## src/rtl/irrigation_scheduler.sv

```systemverilog
// irrigation_scheduler
//
// Shares one water tank between a sprinkler zone and a dripper zone. The
// two zone requests are arbitrated round-robin, and each granted run is
// timed in ticks of the slow time base. If the tank runs dry mid-run, the
// run pauses in FILL with its remaining time kept. It resumes once the
// tank reports full. A fill that never completes, or contradictory level
// sensors, lock the block into FAULT until reset.
//
// Ports:
//   clock, reset                  system clock, asynchronous active-high reset
//   tick                          one-cycle time-base strobe; all timing counts ticks
//   full_tank, empty_tank         tank level sensors
//   splinker_req, dripper_req     level-sensitive zone run requests
//   splinker_time, dripper_time   run lengths in ticks, sampled at grant
//   abort                         cancels the current run or fill
//   fill_valve                    tank inlet valve open (FILL)
//   splinker, dripper             zone valves open (RUN_S / RUN_D)
//   busy                          any state other than IDLE
//   remaining                     ticks left in the current run
//   fault                         sticky fault indication (FAULT)

module irrigation_scheduler #(
    parameter int TIME_W       = 8,
    parameter int FILL_TIMEOUT = 60
) (
    input  logic              clock,
    input  logic              reset,
    input  logic              tick,
    input  logic              full_tank,
    input  logic              empty_tank,
    input  logic              splinker_req,
    input  logic              dripper_req,
    input  logic [TIME_W-1:0] splinker_time,
    input  logic [TIME_W-1:0] dripper_time,
    input  logic              abort,
    output logic              fill_valve,
    output logic              splinker,
    output logic              dripper,
    output logic              busy,
    output logic [TIME_W-1:0] remaining,
    output logic              fault
);

    localparam int CNT_W = $clog2(FILL_TIMEOUT + 1);

    typedef enum logic [2:0] {
        IDLE  = 3'd0,
        FILL  = 3'd1,
        RUN_S = 3'd2,
        RUN_D = 3'd3,
        FAULT = 3'd4
    } state_t;

    typedef enum logic {
        ZONE_S = 1'b0,
        ZONE_D = 1'b1
    } zone_t;

    state_t            state_q, state_d;
    zone_t             zone_q, zone_d;
    zone_t             last_served_q, last_served_d;
    logic [TIME_W-1:0] remaining_q, remaining_d;
    logic [CNT_W-1:0]  fill_cnt_q, fill_cnt_d;

    logic  elig_s, elig_d, grant_valid;
    zone_t grant_zone;

    // A request with a zero run length is never eligible, so it can never
    // open a valve. With both zones eligible, the zone not served last wins.
    always_comb begin
        elig_s      = splinker_req && (splinker_time != '0);
        elig_d      = dripper_req && (dripper_time != '0);
        grant_valid = elig_s || elig_d;
        grant_zone  = ZONE_S;
        if (elig_s && elig_d) begin
            grant_zone = (last_served_q == ZONE_S) ? ZONE_D : ZONE_S;
        end else if (elig_d) begin
            grant_zone = ZONE_D;
        end
    end

    function automatic state_t runStateOf(input zone_t z);
        return (z == ZONE_S) ? RUN_S : RUN_D;
    endfunction

    // Next-state logic. FAULT is absorbing. Contradictory sensors come next,
    // then abort, then the per-state transitions.
    always_comb begin
        state_d       = state_q;
        zone_d        = zone_q;
        last_served_d = last_served_q;
        remaining_d   = remaining_q;
        fill_cnt_d    = fill_cnt_q;

        if (state_q == FAULT) begin
            remaining_d = '0;
        end else if (full_tank && empty_tank) begin
            state_d     = FAULT;
            remaining_d = '0;
        end else if (abort) begin
            // An interrupted run still counts as served for round-robin.
            if ((state_q == FILL) || (state_q == RUN_S) || (state_q == RUN_D)) begin
                last_served_d = zone_q;
            end
            state_d     = IDLE;
            remaining_d = '0;
        end else begin
            case (state_q)
                IDLE: begin
                    if (grant_valid) begin
                        zone_d      = grant_zone;
                        remaining_d = (grant_zone == ZONE_S) ? splinker_time : dripper_time;
                        fill_cnt_d  = '0;
                        state_d     = full_tank ? runStateOf(grant_zone) : FILL;
                    end
                end
                FILL: begin
                    // A full tank wins over a timeout tick in the same cycle.
                    if (full_tank) begin
                        state_d = runStateOf(zone_q);
                    end else if (tick) begin
                        if (fill_cnt_q == CNT_W'(FILL_TIMEOUT - 1)) begin
                            state_d     = FAULT;
                            remaining_d = '0;
                        end else begin
                            fill_cnt_d = fill_cnt_q + CNT_W'(1);
                        end
                    end
                end
                RUN_S, RUN_D: begin
                    // A completing tick beats an empty tank. A non-completing
                    // tick still consumes its time before the run pauses.
                    if (tick && (remaining_q == TIME_W'(1))) begin
                        state_d       = IDLE;
                        remaining_d   = '0;
                        last_served_d = zone_q;
                    end else begin
                        if (tick) begin
                            remaining_d = remaining_q - TIME_W'(1);
                        end
                        if (empty_tank) begin
                            state_d    = FILL;
                            fill_cnt_d = '0;
                        end
                    end
                end
                default: begin
                    state_d = IDLE;
                end
            endcase
        end
    end

    // State and run-bookkeeping registers. The last-served zone resets to the
    // dripper, so the sprinkler wins the first contention.
    always_ff @(posedge clock or posedge reset) begin
        if (reset) begin
            state_q       <= IDLE;
            zone_q        <= ZONE_S;
            last_served_q <= ZONE_D;
            remaining_q   <= '0;
            fill_cnt_q    <= '0;
        end else begin
            state_q       <= state_d;
            zone_q        <= zone_d;
            last_served_q <= last_served_d;
            remaining_q   <= remaining_d;
            fill_cnt_q    <= fill_cnt_d;
        end
    end

    // Moore outputs decoded from the state register. Reset therefore closes
    // every valve immediately, without waiting for a clock edge.
    assign fill_valve = (state_q == FILL);
    assign splinker   = (state_q == RUN_S);
    assign dripper    = (state_q == RUN_D);
    assign busy       = (state_q != IDLE);
    assign fault      = (state_q == FAULT);
    assign remaining  = remaining_q;

endmodule

```

## config.mk

```make
export PLATFORM = sky130hd
export DESIGN_NAME = irrigation_scheduler
export DESIGN_NICKNAME = d
export VERILOG_FILES = /design/src/rtl/irrigation_scheduler.sv
export SDC_FILE = /design/constraint.sdc
export NUM_CORES = 1
export LEC_CHECK = 0
export ABC_AREA = 1
export CORE_AREA = 10 10 75 77
export CTS_CLUSTER_SIZE = 10
export DETAILED_ROUTE_END_ITERATION = 7
export DIE_AREA = 0 0 85 87
export GPL_TIMING_DRIVEN = 0
export PLACE_DENSITY = 0.67
export SKIP_LAST_GASP = 1
export SYNTH_ARGS = -nofsm -noshare
export SYNTH_HDL_FRONTEND = slang
export SYNTH_SLANG_ARGS = --single-unit
```

## constraint.sdc

```tcl
create_clock -name clock -period 1.6 [get_ports clock]
set_input_delay 0.48 -clock clock [delete_from_list [all_inputs] [get_ports clock]]
set_output_delay 0.48 -clock clock [all_outputs]
set_load 0.03 [all_outputs]
```

==> flow_summary.json, run 1 <==
{
  "diodes": 0,
  "yosysWarnings": 0,
  "synth_largest_area_cell": "dfrtp_1",
  "cts_num_sinks": 19,
  "crit_fanout": 6,
  "path_clk_slew_ns": 0.08,
  "fin_skew_ns": 0.002178,
  "core-area_um2": 4234,
  "worst_pin_slew_ns": 0.7606,
  "fillers": 376,
  "worst-r2r-cell-count": 9,
  "stdcell_area_um2": 2703,
  "r2r_start": "fill_cnt_q[1]$_DFFE_PP0P_",
  "drive_above_1_share": 0.4018,
  "max_freq_ghz": 0.5826,
  "wl_per_cell_um": 13.54,
  "ys_top_cells_by_area": "dfrtp_1 (28%), nand2_1 (22%), nand3_1 (10%), inv_1 (8.1%), nor2_1 (4.4%)",
  "setup_slack_ns": -0.1165,
  "hpwl_mm": 3.362,
  "pwr-share-seq": 0.458,
  "grt_max_degree": 20,
  "crit_start": "state_q[2]$_DFFE_PP0P_",
  "synth.distinct_cells": 27,
  "synthCells": 260,
  "place_congestion": 0.8484,
  "end_kind": "primary output",
  "p_sw_frac": 0.2836,
  "grt_overflow": 0,
  "vias_per_cell": 4.954,
  "track_usage": 0.1351,
  "p_leak_nw": 1.418,
  "areaGrowthSynthToFinish_pct": 66.03,
  "htreeDepth": 1,
  "grt_pass1_wl_mm": 8.431,
  "cts_tree": "yes",
  "die_w_um": 85,
  "rrSetupSlack_ns": -0.06,
  "initial_core_util": 0.3845,
  "power.density_nw_per_um2": 392.0,
  "syn_nets": 287,
  "yosysTopAreaCellShare": 0.2767,
  "combPwrFrac": 0.202,
  "setup_viol": 12,
  "path_depth": 4,
  "worstSetupPathType": "reg -> out",
  "syn-cell-area_um2": 1628,
  "cp.required_ns": 1.12,
  "syn_avg_cell_area_um2": 6.261,
  "final_antenna_net_count": 0,
  "port_buffers": 36,
  "synth_seq_area_share": 0.2929,
  "antenna_found_initial": 0,
  "hold_path_class": "reg -> reg",
  "grt_pass1_vias": 1844,
  "violations": "negative setup slack",
  "cts_made_buffers": 3,
  "switching_power_w": 0.0003005,
  "period_needed_ns": 1.716,
  "p_total_w": 0.001060,
  "slew_violations": 0,
  "place_area_um2": 2068,
  "run_status": "complete, but fails checks",
  "insertion_delay_ns": 0.27,
  "wl_mm": 5.323,
  "die_h_um": 87,
  "io_pins": 37,
  "drt-pass1-iter-count": 4,
  "max_stage_delay_ns": 0.47,
  "irDropWorstVdd_v": 0.0004162,
  "rsz0062_at_grt": "true",
  "slowest_stage": "dfrtp_2",
  "ys_seq_elements": 19,
  "finalSetupTns_ns": -0.7054,
  "fin_nets": 369,
  "cts-root-buf": "clkbuf_8",
  "whs_ns": 0.5242,
  "hold_viol": 0,
  "intPower_w": 0.0007591,
  "drtIter0Drc": 90,
  "die_area_um2": 7395,
  "worstPathArrival_ns": 1.24,
  "start_kind": "flop",
  "vias": 1947,
  "crit_path_end": "fill_valve",
  "drc_errors": 0,
  "period_share": 1.073,
  "crit_buf_inv": 3,
  "max_cap_violations": 0,
  "clock_power_share": 0.340,
  "cts_max_path_buffers": 2,
  "worstPathCellList": "inv_4 > nand3_4 > inv_6 > clkbuf_4",
  "r2r_end": "remaining[0]$_DFFE_PP0P_",
  "rows": 24,
  "slew_headroom": 0.4924,
  "crit_family": "flip-flops"
}
metal layers:
metal	vias up	share of wire	GRT usage
met5	-	0	0
met2	53	0.53	0.2425
met3	5	0.059	0.03184
li1	984	-	-
met4	0	0.010	0.03593
met1	905	0.40	0.1558
cells by family (layout without fill, tap and decap cells):
group / after synthesis / in the layout / synth area share
simple gates: 171 / 173 / 0.4842
buf+inv: 43 / 122 / 0.1015
flops: 19 / 19 / 0.2929
compound gates: 17 / 17 / 0.06072
xor+xnor: 7 / 7 / 0.03766
fa+ha+maj: 3 / 3 / 0.02306
per-stage QoR:
stage | instances | worst slack [ns] | util
after floorplan | 260 | 0.001239 | -
after global placement | 348 | -0.6860 | 0.4885
after detailed placement | 348 | -0.6871 | 0.4885
after CTS | 381 | -0.2435 | 0.5875
after global routing | 393 | -0.1577 | 0.6383
final | 393 | -0.1165 | 0.6383
power groups by stage:
stage	Combinational (W)	Clock [W]	Sequential, W
2_1_floorplan	0.0000772	0	0.000493
3_5_place_dp	0.000159	0	0.000493
5_1_grt	0.000235	0.000388	0.000486
6_report	0.000214	0.000360	0.000485
4_1_cts	0.000191	0.000367	0.000485
3_3_place_gp	0.000158	0	0.000493
cells in the final DEF (no fill, tap or decap), types with 3 or more instances in the layout:
cell,Yosys,layout
dfrtp_1,18,14
xor2_1,6,6
buf_6,0,7
clkbuf_8,0,3
buf_4,0,34
clkdlybuf4s15_1,0,3
nand4_1,3,3
o21ai_0,5,4
inv_2,6,14
nand2_1,94,69
buf_12,0,3
or2_2,3,3
clkbuf_2,0,4
nor2_4,0,5
dlygate4sd2_1,0,12
nand3_1,33,29
nor3_1,5,3
dfrtp_2,0,4
inv_1,35,24
inv_4,1,3
o21ai_1,6,6
nor2_2,4,7
nand2_2,3,24
dlymetal6s2s_1,0,10
nor2_1,19,11
a21oi_1,3,3
nand2_4,1,6
nand3_4,2,7
cell usage after synthesis:
library cell and n:
inv_1 35, a31oi_1 2, and2_1 1, nor2_8 1, nand3_4 2, nand3_1 33, nand3_2 2, dfrtp_1 18
xnor2_1 1, nand2_1 94, inv_2 6, xor2_1 6, ha_1 3, inv_4 1, o21ai_1 6, a21oi_4 1
nor2_2 4, nand2_2 3, nand2_4 1, o21ai_0 5, nor3_1 5, or2_2 3, buf_2 1, nor2_1 19
nand4_1 3, a21oi_1 3, dfstp_2 1
timing repair:
| item | in CTS | in global routing |
|---|---|---|
| hold buffers | 0 | 0 |
| pin swaps | 32 | 29 |
| gates cloned | 3 | 0 |
| resized for setup | 101 | 53 |
| setup endpoints to repair | 31 | 29 |
| buffers inserted | 26 | 14 |
sequential cells by signal (all words and copies together), names as in the netlist:
name           cells
last_served_q      1
remaining          8
state_q            3
fill_cnt_q         6
zone_q             1
how the worst min path moves through the flow:
stage                                    startpoint  slack, ns                        end  cells after the start
final                      remaining[3]$_DFFE_PP0P_       0.52   remaining[3]$_DFFE_PP0P_                      2
after CTS                  remaining[3]$_DFFE_PP0P_       0.52   remaining[3]$_DFFE_PP0P_                      2
after floorplan                               reset       0.43  fill_cnt_q[0]$_DFFE_PP0P_                      1
after global placement    last_served_q$_DFFE_PP1P_       0.48  last_served_q$_DFFE_PP1P_                      2
after global routing      last_served_q$_DFFE_PP1P_       0.55  last_served_q$_DFFE_PP1P_                      2
after detailed placement  last_served_q$_DFFE_PP1P_       0.49  last_served_q$_DFFE_PP1P_                      2
worst reg2reg max path: stages (launching register included):
cell	delay, ns
dfrtp_1	0.43
ha_4	0.18
nand3_4	0.07
nor2_4	0.14
nand2_2	0.08
a21oi_4	0.17
nand3_4	0.15
nor2_8	0.23
nand2_1	0.07
nand2_1	0.06
layout make-up:
class / instances / area [um2] / area share
buffer: 1 / 11.26 / 0.004167
clock buffer: 3 / 41.29 / 0.01528
clock inverter: 1 / 5.005 / 0.001852
inverter: 42 / 170.2 / 0.06296
multi-input combinational: 200 / 1237 / 0.4579
sequential: 19 / 481.7 / 0.1782
tap: 52 / 65.06 / 0.02407
timing repair buffer: 75 / 690.7 / 0.2556
(Power assumes the default switching activity.)
==> inputs of run 2 (changes only) <==
--- a/config.mk
+++ b/config.mk
@@ -12,6 +12,7 @@
 export DIE_AREA = 0 0 85 87
 export GPL_TIMING_DRIVEN = 0
 export PLACE_DENSITY = 0.67
+export RECOVER_POWER = 100
 export SKIP_LAST_GASP = 1
 export SYNTH_ARGS = -nofsm -noshare
 export SYNTH_HDL_FRONTEND = slang
==> run 2 against run 1 <==
The run still ends with negative setup slack left. Die area stayed put. Non-clock buffer count unchanged. Critical path depth did not move. Count of clock-buffer cells in the layout stayed put.
==> flow_summary.json, run 2 (synthesis results as in run 1) <==
{
  "hpwl_mm": 3.362,
  "seqCellArea_um2": 481.7,
  "rsz0062_at_grt": "true",
  "core-area_um2": 4234,
  "p_leak_nw": 1.415,
  "violations": "negative setup slack",
  "cts_tree": "yes",
  "areaGrowthSynthToFinish_pct": 65.49,
  "whs_ns": 0.5240,
  "irDropWorstVdd_v": 0.0004162,
  "worstPathArrival_ns": 1.24,
  "diodes": 0,
  "htreeDepth": 1,
  "cts_num_sinks": 19,
  "io_pins": 37,
  "hold_viol": 0,
  "fin_skew_ns": 0.003493,
  "die_w_um": 85,
  "cts_made_buffers": 3,
  "die_area_um2": 7395,
  "place_congestion": 0.8484,
  "final_common_cell": "nand2_1",
  "post-place-ws_ns": -0.6871,
  "period_share": 1.073,
  "vias": 1957,
  "grt_pass1_wl_mm": 8.431,
  "layout_common_cells": "nand2_1 (69), buf_4 (34), nand3_1 (29)",
  "final_antenna_net_count": 0,
  "drive_above_1_share": 0.3959,
  "insertion_delay_ns": 0.27,
  "worstSetupPathType": "reg -> out",
  "worst_pin_slew_ns": 0.7606,
  "antenna_found_initial": 0,
  "path_clk_slew_ns": 0.08,
  "crit_fanout": 6,
  "drc_errors": 0,
  "fin_nets": 369,
  "grt_pass1_vias": 1844,
  "wl_mm": 5.330,
  "start_kind": "flop",
  "setup_slack_ns": -0.1164,
  "cts-root-buf": "clkbuf_8",
  "slew_headroom": 0.4924,
  "wl_per_cell_um": 13.56,
  "max_cap_violations": 0,
  "fillers": 378,
  "slew_violations": 0,
  "initial_core_util": 0.3845,
  "power.density_nw_per_um2": 391.9,
  "drt-pass1-iter-count": 5,
  "grt_max_degree": 20,
  "setup_viol": 14,
  "hold_path_class": "reg -> reg",
  "port_buffers": 36,
  "end_kind": "primary output",
  "track_usage": 0.1351,
  "rows": 24,
  "drtIter0Drc": 89,
  "vias_per_cell": 4.980,
  "grt_overflow": 0,
  "multi_input_area_um2": 1230,
  "largest_reg_flops": 8,
  "die_h_um": 87,
  "cts_max_path_buffers": 2,
  "max_freq_ghz": 0.5826,
  "run_status": "complete, but fails checks",
  "period_needed_ns": 1.716,
  "fin_util": 0.6362,
  "cp.required_ns": 1.12
}
## run 2: cell types whose count changed in the layout (fill, tap and decap cells not counted), sizes merged
| cell | delta |
|---|---|
| dlygate4sd3 | +1 |
| clkdlybuf4s50 | -1 |
## run 2: metal layers
layer | vias to the layer above | share of wire | global-route usage
li1 | 984 | - | -
met4 | 0 | 0.0099 | 0.03593
met1 | 914 | 0.40 | 0.1558
met3 | 5 | 0.057 | 0.03184
met5 | - | 0 | 0
met2 | 54 | 0.53 | 0.2425
## run 2: final timing paths
path,end,slack (ns),cells after the start,from
max,fill_valve,-0.12,4,state_q[2]$_DFFE_PP0P_
min,remaining[3]$_DFFE_PP0P_,0.52,2,remaining[3]$_DFFE_PP0P_
max reg2reg,remaining[0]$_DFFE_PP0P_,-0.06,9,fill_cnt_q[1]$_DFFE_PP0P_
min reg2reg,remaining[3]$_DFFE_PP0P_,0.52,2,remaining[3]$_DFFE_PP0P_
max in group asynchronous,state_q[0]$_DFFE_PP0P_,0.29,2,reset
min in group asynchronous,fill_cnt_q[2]$_DFFE_PP0P_,0.79,2,reset
## run 2: critical path, cell delays in order, from the launching register on
cell and delay, ns:
dfrtp_2 0.47, inv_4 0.10, nand3_4 0.11, inv_6 0.10
clkbuf_4 0.18
## run 2: layout make-up
class                      count  area share
multi-input combinational    200      0.4566
timing repair buffer          75      0.2559
sequential                    19      0.1788
inverter                      42     0.06317
tap                           52     0.02415
clock buffer                   3     0.01533
buffer                         1    0.004180
clock inverter                 1    0.001858
## run 2: stage by stage
step | std cells | instance area [um2] | power (W) | TNS (ns)
floorplan | 260 | 1643 | 0.0005699 | 0
global placement | 348 | 2068 | 0.0006512 | -13.16
detailed placement | 348 | 2068 | 0.0006520 | -13.32
CTS | 381 | 2487 | 0.001043 | -0.9739
global route | 393 | 2694 | 0.001108 | -2.351
finish | 393 | 2694 | 0.001056 | -0.7745
## run 2: where the power goes
group	total (W)	internal [W]	switching, W
sequential	0.000485	0.000483	0.00000283
clock	0.000357	0.000174	0.000183
combinational	0.000214	0.000102	0.000112
total	0.00106	0.000759	0.000297
## run 2: timing repair
item / in CTS / in global routing
gates cloned: 3 / 0
pin swaps: 32 / 29
hold buffers: 0 / 0
buffers inserted: 26 / 14
endpoints found under the setup margin: 31 / 29
gates resized for setup: 101 / 53
==> inputs of run 3 (changes only) <==
--- a/config.mk
+++ b/config.mk
@@ -6,12 +6,12 @@
 export NUM_CORES = 1
 export LEC_CHECK = 0
 export ABC_AREA = 1
-export CORE_AREA = 10 10 75 77
+export CORE_AREA = 10 10 60 98
 export CTS_CLUSTER_SIZE = 10
 export DETAILED_ROUTE_END_ITERATION = 7
-export DIE_AREA = 0 0 85 87
+export DIE_AREA = 0 0 70 108
 export GPL_TIMING_DRIVEN = 0
-export PLACE_DENSITY = 0.67
+export PLACE_DENSITY = 0.66
 export RECOVER_POWER = 100
 export SKIP_LAST_GASP = 1
 export SYNTH_ARGS = -nofsm -noshare
==> run 3 against run 2 <==
Combinational power decreased by 2%. Critical path depth shrank 2. Wire length up 4.4%. Clock skew decreased by 0.0015 ns. Largest power group unchanged. Die area up 2.2%. The run still ends with negative setup slack left. Total power grew 0.47%. Clock power is 3% higher. Register-to-register slack better by 0.05 ns. Final cell count rose by 0.51%. Maximum frequency rose by 2.7%. First-iteration DRC count down 2.2%.
==> flow_summary.json, run 3 (synthesis results as in run 1) <==
{
  "start_kind": "flop",
  "run_status": "complete, but fails checks",
  "cts_made_buffers": 3,
  "insertion_delay_ns": 0.27,
  "final_common_cell": "nand2_1",
  "drtIter0Drc": 87,
  "drt-pass1-iter-count": 5,
  "grt_pass1_vias": 1945,
  "rows": 32,
  "cts_tree": "yes",
  "vias_per_cell": 4.919,
  "hpwl_mm": 3.570,
  "worst-r2r-cell-count": 10,
  "initial_core_util": 0.3764,
  "cts_max_path_buffers": 2,
  "crit_fanout": 2,
  "drc_errors": 0,
  "slew_violations": 0,
  "layout_common_cells": "nand2_1 (74), buf_4 (34), inv_1 (23), nand3_1 (23), nand2_2 (17)",
  "die_w_um": 70,
  "slew_headroom": 0.4617,
  "end_kind": "primary output",
  "htreeDepth": 1,
  "rsz0062_at_grt": "true",
  "setup_viol": 10,
  "diodes": 0,
  "p_leak_nw": 1.462,
  "cts-root-buf": "clkbuf_8",
  "wl_met3_um": 267,
  "path_clk_slew_ns": 0.08,
  "p_total_w": 0.001061,
  "final_antenna_net_count": 0,
  "wl_met1_mm": 1.970,
  "port_buffers": 36,
  "period_share": 1.045,
  "largest_reg_flops": 8,
  "place_congestion": 0.8668,
  "setup_slack_ns": -0.07127,
  "io_pins": 37,
  "wl_mm": 5.565,
  "worstSetupPathType": "reg -> out",
  "finalNonFillerCells": 395,
  "antenna_found_initial": 0,
  "grt_max_degree": 20,
  "dr_wl_met2_mm": 3.101,
  "irDropWorstVdd_v": 0.0003466,
  "areaGrowthSynthToFinish_pct": 69.56,
  "fin_skew_ns": 0.001989,
  "cp.required_ns": 1.12,
  "vias": 1943,
  "routed.top_layer": "met4",
  "hold_viol": 0,
  "post-place-ws_ns": -0.7131,
  "max_freq_ghz": 0.5983,
  "worstPathArrival_ns": 1.19,
  "die_area_um2": 7560,
  "fin_nets": 372,
  "power.density_nw_per_um2": 384.3,
  "die_h_um": 108,
  "wl_per_cell_um": 14.09,
  "drive_above_1_share": 0.4186,
  "worst_pin_slew_ns": 0.8066,
  "whs_path_depth": 2,
  "grt_pass1_wl_mm": 8.735,
  "grt_overflow": 0,
  "max_cap_violations": 0,
  "dp_cells": 347,
  "hold_path_class": "reg -> reg",
  "cts_num_sinks": 19,
  "violations": "negative setup slack",
  "core-area_um2": 4324,
  "period_needed_ns": 1.671,
  "track_usage": 0.1378
}
[run 3: cell types whose count changed in the layout (fill, tap and decap cells not counted), sizes merged, moves of 2 or more]
cell          change
inv               -2
dlymetal6s2s      -3
dlygate4sd2       +3
buf               +4
[run 3: where the power goes]
group	switching, W	internal (W)
clock	0.000193	0.000174
combinational	0.000113	0.0000967
sequential	0.00000181	0.000483
[run 3: critical path, cell delays in order (launching register included)]
cell           delay [ns]
dfrtp_2              0.43
buf_4                0.14
dlygate4sd2_1        0.35
[run 3: worst paths after layout]
check,from,end,slack (ns)
setup / recovery,remaining[1]$_DFFE_PP0P_,remaining[1],-0.07
hold / removal,last_served_q$_DFFE_PP1P_,last_served_q$_DFFE_PP1P_,0.52
setup reg to reg,state_q[1]$_DFFE_PP0P_,remaining[0]$_DFFE_PP0P_,-0.01
hold reg to reg,last_served_q$_DFFE_PP1P_,last_served_q$_DFFE_PP1P_,0.52
max in group asynchronous,reset,state_q[0]$_DFFE_PP0P_,0.25
min in group asynchronous,reset,fill_cnt_q[5]$_DFFE_PP0P_,0.79
[run 3: routing by layer]
metal  track usage  vias to the layer above
li1              -                      985
met1        0.1338                      895
met2        0.2685                       46
met3       0.03028                       17
met4       0.05949                        0
met5             0                        -
[run 3: cell type report]
type                            count  area [um2]
Tap cell                           51       63.81
Sequential cell                    19       481.7
Multi-Input combinational cell    199        1262
Timing Repair Buffer               79       715.7
Buffer                              1       11.26
Inverter                           42       178.9
Clock inverter                      1       5.005
Clock buffer                        3       41.29
Fill cell                         379        1564
[run 3: timing repair]
| item | 4_1_cts | 5_1_grt |
|---|---|---|
| endpoints found under the setup margin | 31 | 30 |
| gates cloned | 2 | 0 |
| pin swaps | 23 | 32 |
| setup buffers | 25 | 17 |
| gates resized for setup | 91 | 83 |
| hold buffers | 0 | 0 |
[run 3: per-stage QoR]
step                      instance area, um2  setup TNS [ns]  utilization  hold WS, ns
after detailed placement                2067          -13.29       0.4780       0.4921
after global placement                  2067          -13.16       0.4780       0.4794
after global routing                    2760          -1.795       0.6383       0.5535
final                                   2760         -0.2910       0.6383       0.5211
after CTS                               2414          -1.266       0.5582       0.5245
after floorplan                         1643               0            -       0.4303
